[config.mk]
export PLATFORM = sky130hd
export DESIGN_NAME = as_macc_pipe
export DESIGN_NICKNAME = d
export VERILOG_FILES = /design/src/rtl/as_macc_pkg.sv /design/src/rtl/as_fxp_mult.sv /design/src/rtl/as_macc_pipe.sv
export SDC_FILE = /design/constraint.sdc
export NUM_CORES = 1
export LEC_CHECK = 0
export ABC_AREA = 1
export BUFFER_PORTS_ARGS = -buffer_cell sky130_fd_sc_hd__buf_2
export CORE_MARGIN = 5
export CORE_UTILIZATION = 60
export CTS_CLUSTER_SIZE = 8
export DETAILED_ROUTE_END_ITERATION = 8
export PLACE_DENSITY = 0.84
export SLEW_MARGIN = 20
export SYNTH_ARGS = -nofsm -noshare
export SYNTH_HDL_FRONTEND = slang
export SYNTH_SLANG_ARGS = --single-unit
[constraint.sdc]
create_clock -name clk -period 6.2 [get_ports clk]
set_input_delay 0.93 -clock clk [delete_from_list [all_inputs] [get_ports clk]]
set_output_delay 0.93 -clock clk [all_outputs]
set_load 0.02 [all_outputs]
[src/rtl/as_macc_pkg.sv]
// Shared command codes and the saturation helper for the MAC pipeline.
package as_macc_pkg;

   typedef enum logic [1:0] {
      OP_CLR  = 2'd0,
      OP_LOAD = 2'd1,
      OP_ADD  = 2'd2,
      OP_MACC = 2'd3
   } macc_op_t;

   localparam int unsigned SAT_MAX_W = 64;

   // Clamp an unsigned value to the largest w-bit number.
   function automatic logic [SAT_MAX_W-1:0] sat_u(input logic [SAT_MAX_W-1:0] val,
                                                  input int unsigned          w);
      logic [SAT_MAX_W-1:0] lim;
      lim = (SAT_MAX_W'(1) << w) - SAT_MAX_W'(1);
      return (val > lim) ? lim : val;
   endfunction

endpackage

[src/rtl/as_fxp_mult.sv]
// Unsigned integer x UQ fixed-point multiply, truncated back to integer scale.
module as_fxp_mult #(
   parameter int unsigned N    = 8,
   parameter int unsigned FRAC = N - 1
) (
   input  logic [N-1:0] a_i,
   input  logic [N-1:0] b_i,
   output logic [N-1:0] prod_c,
   output logic         big_c
);

   localparam int unsigned PW = 2 * N;

   logic [PW-1:0] prod_full;
   logic [PW-1:0] prod_shr;

   assign prod_full = PW'(a_i) * PW'(b_i);
   assign prod_shr  = prod_full >> FRAC;
   assign prod_c    = prod_shr[N-1:0];
   // Any bit above N means the scaled product alone already exceeds the range.
   assign big_c     = |prod_shr[PW-1:N];

endmodule

[src/rtl/as_macc_pipe.sv]
// Saturating multiply-accumulate pipeline: operand capture, product register, accumulate.
module as_macc_pipe
   import as_macc_pkg::*;
#(
   parameter int unsigned N    = 8,
   parameter int unsigned FRAC = N - 1
) (
   input  logic         clk,
   input  logic         n_reset,
   input  logic         in_valid,
   output logic         in_ready,
   input  macc_op_t     op,
   input  logic [N-1:0] a_data,
   input  logic [N-1:0] b_data,
   output logic         out_valid,
   input  logic         out_ready,
   output logic [N-1:0] acc_out,
   output logic         z,
   output logic         ovf
);

   localparam int unsigned SW = N + 1;

   logic         stall;

   logic         cap_valid_q, cap_valid_d;
   macc_op_t     cap_op_q,    cap_op_d;
   logic [N-1:0] cap_a_q,     cap_a_d;
   logic [N-1:0] cap_b_q,     cap_b_d;

   logic         s1_valid_q,  s1_valid_d;
   macc_op_t     s1_op_q,     s1_op_d;
   logic [N-1:0] s1_b_q,      s1_b_d;
   logic [N-1:0] s1_prod_q,   s1_prod_d;
   logic         s1_big_q,    s1_big_d;

   logic [N-1:0] acc_q,       acc_d;
   logic         ovf_q,       ovf_d;
   logic         out_valid_q, out_valid_d;

   logic [N-1:0] mult_prod;
   logic         mult_big;
   logic [N-1:0] add_sel;
   logic         big_sel;
   logic [SW-1:0] sum;
   logic         ovf_now;
   logic [N-1:0] acc_sat;

   // One global stall: the whole pipe freezes while a result waits for downstream.
   assign stall    = out_valid_q & ~out_ready;
   assign in_ready = ~stall;

   as_fxp_mult #(
      .N    (N),
      .FRAC (FRAC)
   ) u_mult (
      .a_i    (cap_a_q),
      .b_i    (cap_b_q),
      .prod_c (mult_prod),
      .big_c  (mult_big)
   );

   // Accumulate datapath reads acc_q directly, so back-to-back commands chain with no bubble.
   assign add_sel = (s1_op_q == OP_MACC) ? s1_prod_q : s1_b_q;
   assign big_sel = (s1_op_q == OP_MACC) & s1_big_q;
   assign sum     = SW'(acc_q) + SW'(add_sel);
   assign ovf_now = big_sel | sum[N];
   assign acc_sat = big_sel ? '1 : N'(sat_u(SAT_MAX_W'(sum), N));

   always_comb begin
      cap_valid_d = cap_valid_q;
      cap_op_d    = cap_op_q;
      cap_a_d     = cap_a_q;
      cap_b_d     = cap_b_q;
      s1_valid_d  = s1_valid_q;
      s1_op_d     = s1_op_q;
      s1_b_d      = s1_b_q;
      s1_prod_d   = s1_prod_q;
      s1_big_d    = s1_big_q;
      acc_d       = acc_q;
      ovf_d       = ovf_q;
      out_valid_d = out_valid_q;

      if (!stall) begin
         cap_valid_d = in_valid;
         cap_op_d    = op;
         cap_a_d     = a_data;
         cap_b_d     = b_data;

         s1_valid_d  = cap_valid_q;
         s1_op_d     = cap_op_q;
         s1_b_d      = cap_b_q;
         s1_prod_d   = mult_prod;
         s1_big_d    = mult_big;

         // Not stalled means any held result is consumed on this edge.
         out_valid_d = 1'b0;
         if (s1_valid_q) begin
            out_valid_d = 1'b1;
            case (s1_op_q)
               OP_CLR: begin
                  acc_d = '0;
                  ovf_d = 1'b0;
               end
               OP_LOAD: acc_d = s1_b_q;
               OP_ADD, OP_MACC: begin
                  acc_d = acc_sat;
                  ovf_d = ovf_q | ovf_now;
               end
            endcase
         end
      end
   end

   always_ff @(posedge clk or negedge n_reset) begin
      if (!n_reset) begin
         cap_valid_q <= 1'b0;
         cap_op_q    <= OP_CLR;
         cap_a_q     <= '0;
         cap_b_q     <= '0;
         s1_valid_q  <= 1'b0;
         s1_op_q     <= OP_CLR;
         s1_b_q      <= '0;
         s1_prod_q   <= '0;
         s1_big_q    <= 1'b0;
         acc_q       <= '0;
         ovf_q       <= 1'b0;
         out_valid_q <= 1'b0;
      end else begin
         cap_valid_q <= cap_valid_d;
         cap_op_q    <= cap_op_d;
         cap_a_q     <= cap_a_d;
         cap_b_q     <= cap_b_d;
         s1_valid_q  <= s1_valid_d;
         s1_op_q     <= s1_op_d;
         s1_b_q      <= s1_b_d;
         s1_prod_q   <= s1_prod_d;
         s1_big_q    <= s1_big_d;
         acc_q       <= acc_d;
         ovf_q       <= ovf_d;
         out_valid_q <= out_valid_d;
      end
   end

   assign acc_out   = acc_q;
   assign ovf       = ovf_q;
   assign out_valid = out_valid_q;
   assign z         = (acc_q == '0);

endmodule
==> qor.csv, run 1 <==
stage,metric,value,unit
sta,Layout Skew,0.005966,ns
clock_tree,clock sink total,49,
clock_tree,Post-CTS Setup Inserts,0,
sta,# setup viols final,0,
setup_path,Setup crit end kind,register,
route,DRC viols,0,
setup_path,CP max FO,10,
synthesis,Synth Instances,668,
synthesis,syn nets,768,
clock_tree,H-tree Lvls,2,
floorplanning,Die Y-Extent,99.01,um
sta,Fin Setup TNS,0,ns
min_path,WHS Endpoint,cap_op_q[1]$_DFFE_PN0N_,
synthesis,sequential area share after synthesis,25.80,%
global_route,vias in the first global route,4001,
min_path,Worst Hold Class,reg -> reg,
clock_tree,CTS buffer count,5,
route,vias per inst,5.178,
clock_tree,Root Buffer,clkbuf_8,
route,DRT Wirelength,10640,um
setup_path,worst endpoint data arrival time,4.34,ns
cells_and_area,"commonest non-fill, non-tap cells in the layout","nand2_1, inv_1, dfrtp_1",
setup_path,RR Endpoint,s1_prod_q[7]$_DFFE_PN0N_,
run,Max-Cap Viols,0,
min_path,WHS Path Cells,2,
route,Antenna Nets Post-Route,0,
sta,Peak Freq,240.7,MHz
sta,minimum clock period,4.155,ns
route,Initial DRC Count,237,
sta,Slew HR,41.59,%
route,TritonRoute pass-1 iters,5,
setup_path,Required @ worst endpoint,6.39,ns
cells_and_area,"most common cell after layout, fill and taps aside",nand2_1,
clock_tree,clk slew on worst S/H paths,0.08,ns
cells_and_area,antenna cells,0,
placement,pre-CTS WS,2.091,ns
clock_tree,TritonCTS clock tree,yes,
sta,Final WS setup,2.045,ns
route,via count,4070,
clock_tree,number of gates resized after CTS,0,
synthesis,synthesized area,4753,um2
synthesis,Syn Area/Cell,7.116,um2
cells_and_area,Syn-to-layout area delta,5.238,%
setup_path,reg2reg path depth,19,
global_route,Congestion Overflow GR,0,
setup_path,Startpoint Class,register,
setup_path,Critical R2R Launch,cap_b_q[7]$_DFFE_PN0N_,
clock_tree,CTS Hold Bufs,0,
sta,Worst Max-Slew Pin Slew,0.8749,ns
clock_tree,clock buffer depth,2,
global_route,first-pass GRT wire length,17940,um
synthesis,#FFs+latches synth,49,
global_route,largest net degree at the start of global routing,52,
cells_and_area,Util after Layout,64.73,%
global_route,GRT Total Usage,22.22,%
floorplanning,Initial Utilization,61.51,%
min_path,min-delay src,cap_op_q[1]$_DFFE_PN0N_,
setup_path,worst reg-to-reg setup slack,2.04,ns
sta,RSZ-0062 raised after global routing,false,
floorplanning,# IOs,34,
clock_tree,clk_lat worst skew,0.30,ns
status,status,finished clean,
placement,gpl congestion,0.8927,
route,wire length per cell,13.53,um
floorplanning,Die X,99.01,um
placement,post-detail-place hpwl,8501,um
sta,final number of hold-violating endpoints,0,
global_route,antenna violations before repair,0,
synthesis,post-synth cell types,27,
sta,period utilization,67.02,%
cells_and_area,fin nets,783,
setup_path,CP Class,reg -> reg,
floorplanning,site row count,32,
sta,fin. max-slew vios,0,
synthesis,synth warn,0,
floorplanning,Die ar.,9802,um2
cells_and_area,fraction of layout cells with a size suffix above 1,9.357,%
floorplanning,Core Box Area,7727,um2
placement,I/O Buffers,33,
==> layout make-up <==
type / count / area, um2
clock buffer: 8 / 80.08
fill: 671 / 2725
inverter: 139 / 521.8
multi-input combinational: 454 / 2872
sequential: 49 / 1226
tap: 102 / 127.6
timing repair buffer: 34 / 175.2
==> synthesized netlist by cell type (all sizes together) <==
cell,instances,area share [%]
ha,42,11
nand3b,5,0.79
inv,139,11
a21o,3,0.47
buf,8,1.4
xor2,1,0.18
nor3,1,0.11
fa,36,15
nor2,32,3.1
a21oi,20,2.1
dfrtp,49,26
clkbuf,18,1.4
nor4,1,0.13
nand4,7,0.92
nand3,22,2.3
nand2,248,20
o21ai,33,3.6
xnor2,3,0.55
==> worst max path at each step <==
stage	endpoint	cells past startpoint	from	slack (ns)
floorplan	s1_prod_q[7]$_DFFE_PN0N_	20	cap_b_q[7]$_DFFE_PN0N_	2.24
global placement	s1_prod_q[7]$_DFFE_PN0N_	19	cap_b_q[7]$_DFFE_PN0N_	2.19
detailed placement	s1_prod_q[7]$_DFFE_PN0N_	19	cap_b_q[7]$_DFFE_PN0N_	2.09
CTS	s1_prod_q[7]$_DFFE_PN0N_	19	cap_b_q[7]$_DFFE_PN0N_	2.06
global route	s1_prod_q[7]$_DFFE_PN0N_	19	cap_b_q[7]$_DFFE_PN0N_	1.80
finish	s1_prod_q[7]$_DFFE_PN0N_	19	cap_b_q[7]$_DFFE_PN0N_	2.04
==> stage by stage <==
step / hold WS [ns] / cells / instance area (um2)
floorplan: 0.4491 / 668 / 4753
CTS: 0.4889 / 786 / 5000
global route: 0.5195 / 786 / 5002
detailed placement: 0.4681 / 778 / 4920
finish: 0.4845 / 786 / 5002
global placement: 0.4626 / 778 / 4920
==> registers in the layout, summed over array words and instances (netlist names) <==
register and cells:
ovf 1, acc_out 8, s1_b_q 8, cap_b_q 8
s1_prod_q 8, cap_valid_q 1, s1_big_q 1, cap_op_q 2
s1_op_q 2, cap_a_q 8, s1_valid_q 1, out_valid 1
==> critical path, stage by stage, from the launching register on <==
cell,delay (ns)
dfrtp_1,0.53
nand2_1,0.13
fa_1,0.53
fa_1,0.55
inv_1,0.06
fa_1,0.53
inv_1,0.05
fa_1,0.52
inv_1,0.05
ha_1,0.34
nand2_1,0.09
nand2_1,0.07
nand2_1,0.06
nand2_1,0.05
inv_2,0.07
nor2_1,0.04
nor2_1,0.12
nand3b_1,0.09
nand3_1,0.09
nand2_1,0.06
==> layer usage <==
metal	share of wire [%]	up-vias	global-route usage, %	routed length [um]
met1	44	1941	30.30	4688
li1	-	2021	-	-
met3	4.6	10	2.548	489
met2	50	98	38.12	5339
met4	1.1	0	4.937	117
met5	0	-	0	0
==> logic make-up (layout without fill, tap and decap cells) <==
kind of cell | count (synthesis) | in the layout | share of synthesized area, %
buf+inv | 165 | 181 | 13.79
flops | 49 | 49 | 25.80
compound gates | 56 | 56 | 6.133
xor+xnor | 4 | 4 | 0.7372
fa+ha+maj | 78 | 78 | 26.22
simple gates | 316 | 316 | 27.32
Power of run 1 is left out: the tool's default activity adds up to more than one toggle a clock period on the data nets, which glitch-free logic cannot reach.
==> run 2: changes to the inputs <==
Settings changed: CORE_UTILIZATION 60 to 56, PLACE_DENSITY 0.84 to 0.83.
Clock period 6.2 ns to 3.6 ns, I/O delays scaled along.
==> run 2 against run 1 <==
The flow now finishes with violations (negative setup slack). Worst setup slack got worse by 2.4 ns. Final cell count rose by 6.4%. Count of clock-buffer cells in the layout fell by 3. Clock skew rose by 0.0025 ns. Sequential share of layout area fell by 2.4 points. Wire length rose by 14%. Final area rose by 12%. Global-route usage rose by 1.1 points. Die area rose by 6.4%. Fmax rose by 6.1%. Via count rose by 9.9%.
==> qor.csv, run 2 (same netlist as run 1, synthesis figures left out) <==
stage,metric,value,unit,change
global_route,first-pass GRT wire length,19310,um,+7.7%
route,wire length per cell,14.54,um,+7.5%
status,status,"complete, but fails checks",,
setup_path,Buf/Inv on CP,5,,+1
sta,Fin Setup TNS,-1.757,ns,-1.757 ns
setup_path,Top delay family on crit path,adder cells,,
setup_path,worst reg-to-reg setup slack,-0.32,ns,-2.36 ns
route,Antenna Nets Post-Route,0,,unchanged
cells_and_area,fillers,639,,-4.8%
setup_path,slowest CP cell,fa_1,,
sta,Worst Max-Slew Pin Slew,0.6105,ns,-0.2644 ns
cells_and_area,Register Area,1241,um2,+1.2%
cells_and_area,"commonest non-fill, non-tap cells in the layout","nand2_1, inv_1, buf_4",,
global_route,antenna violations before repair,0,,unchanged
clock_tree,clk slew on worst S/H paths,0.09,ns,about the same
setup_path,Startpoint Class,register,,
status,failing checks,negative setup slack,,
clock_tree,clock sink total,49,,unchanged
floorplanning,Core Box Area,8258,um2,+6.9%
clock_tree,Root Buffer,clkbuf_8,,
min_path,Worst Hold Class,in -> async,,
global_route,GRT Total Usage,23.31,%,+1.1 points
sta,fin. max-slew vios,0,,unchanged
sta,# setup viols final,9,,+9
cells_and_area,Multi-input gate area,3068,um2,+6.8%
clock_tree,clk_lat worst skew,0.31,ns,about the same
route,vias per inst,5.348,,+3.3%
cells_and_area,Syn-to-layout area delta,17.85,%,
cells_and_area,antenna cells,0,,unchanged
run,Max-Cap Viols,0,,unchanged
cells_and_area,final instance area,5602,um2,+12%
placement,post-detail-place hpwl,8901,um,+4.7%
setup_path,worst endpoint data arrival time,4.12,ns,-0.22 ns
setup_path,CP max FO,6,,-4
setup_path,CP Class,reg -> reg,,
floorplanning,site row count,33,,+3.1%
floorplanning,Die Y-Extent,102.1,um,+3.2%
setup_path,Setup crit end kind,register,,
floorplanning,Initial Utilization,57.56,%,-4.0 points
cells_and_area,fraction of layout cells with a size suffix above 1,25.17,%,+16 points
sta,Hold Slack,0.2412,ns,-0.2433 ns
floorplanning,# IOs,34,,unchanged
cells_and_area,Util after Layout,67.83,%,+3.1 points
sta,minimum clock period,3.918,ns,-0.2373 ns
route,Initial DRC Count,372,,+57%
sta,final number of hold-violating endpoints,0,,unchanged
sta,period utilization,108.8,%,+42 points
global_route,Congestion Overflow GR,0,,unchanged
sta,Peak Freq,255.2,MHz,+6.1%
placement,gpl congestion,0.9519,,+6.6%
clock_tree,clock buffer depth,2,,unchanged
global_route,largest net degree at the start of global routing,51,,-1.9%
clock_tree,TritonCTS clock tree,yes,,
sta,RSZ-0062 raised after global routing,true,,
clock_tree,H-tree Lvls,2,,unchanged
route,DRC viols,0,,unchanged
cells_and_area,"most common cell after layout, fill and taps aside",nand2_1,,
route,via count,4471,,+9.9%
sta,Slew HR,59.30,%,+18 points
setup_path,"Largest stage delay, worst path",0.52,ns,-0.03 ns
global_route,vias in the first global route,4310,,+7.7%
route,TritonRoute pass-1 iters,5,,unchanged
cells_and_area,fin nets,830,,+6.0%
floorplanning,Die ar.,10430,um2,+6.4%
route,DRT Wirelength,12160,um,+14%
placement,I/O Buffers,33,,unchanged
floorplanning,Die X,102.1,um,+3.2%
clock_tree,CTS buffer count,5,,unchanged
setup_path,Required @ worst endpoint,3.80,ns,-2.59 ns
setup_path,Worst path most repeated cell,nand2_1,,
placement,"Cell Area, Placed",5223,um2,+6.2%
sta,Final WS setup,-0.3179,ns,-2.363 ns
setup_path,crit-path cells,"buf_4, nand2_1, inv_1, fa_1, fa_1, fa_1, inv_1, fa_1, inv_2, ha_4, nand2_2, inv_2, nand2_1, nor2_1, nand2_1, nand2_1, nand2_1, nand3_1, nand2_1",,
clock_tree,CTS Hold Bufs,0,,unchanged
sta,Layout Skew,0.008495,ns,+0.002529 ns
[run 2: path summary, 6_finish.rpt]
path,from,end,depth (start not counted)
worst max register to register,cap_a_q[4]$_DFFE_PN0N_,s1_prod_q[7]$_DFFE_PN0N_,19
worst max-delay path,cap_a_q[4]$_DFFE_PN0N_,s1_prod_q[7]$_DFFE_PN0N_,19
min in group clk,a_data[6],cap_a_q[6]$_DFFE_PN0N_,3
max in group asynchronous,n_reset,cap_a_q[1]$_DFFE_PN0N_,1
worst min register to register,cap_valid_q$_DFFE_PN0N_,cap_valid_q$_DFFE_PN0N_,2
worst min-delay path,n_reset,acc_out[4]$_DFFE_PN0P_,1
[run 2: routing by layer]
| metal | global-route usage (%) | vias to the layer above | wire (um) |
|---|---|---|---|
| met5 | 0 | - | 0 |
| li1 | - | 2115 | - |
| met2 | 40.78 | 181 | 6299 |
| met1 | 29.34 | 2145 | 4705 |
| met4 | 8.678 | 0 | 379 |
| met3 | 3.208 | 30 | 771 |
[run 2: area by class of cell]
| cell class | count | area share (%) |
|---|---|---|
| clock buffers | 5 | 1.229 |
| flip-flops and latches | 49 | 22.16 |
| inverters | 139 | 9.359 |
| clock inverters | 3 | 0.3127 |
| multi-input cells | 454 | 54.77 |
| well taps | 105 | 2.345 |
| repair buffers | 81 | 9.828 |
[run 2: what timing repair did]
item,CTS,global route
endpoints found under the setup margin,9,9
gates resized for setup,31,41
buffers inserted,8,6
pin swaps,26,17
[run 2: metrics by stage]
step,cells,setup WS [ns]
final,836,-0.3179
after global routing,836,-0.4490
after CTS,830,-0.2095
after detailed placement,814,-0.3401
after global placement,814,-0.1879
after floorplan,668,0.001056
[run 2: worst reg2reg max path: stages, from the launching register on]
cell and delay [ns]:
dfrtp_2 0.47, buf_4 0.17, nand2_1 0.05, inv_1 0.06
fa_1 0.42, fa_1 0.52, fa_1 0.51, inv_1 0.05
fa_1 0.51, inv_2 0.06, ha_4 0.31, nand2_2 0.07
inv_2 0.06, nand2_1 0.08, nor2_1 0.13, nand2_1 0.09
nand2_1 0.07, nand2_1 0.05, nand3_1 0.07, nand2_1 0.05
Power of run 2 is left out for the same reason.
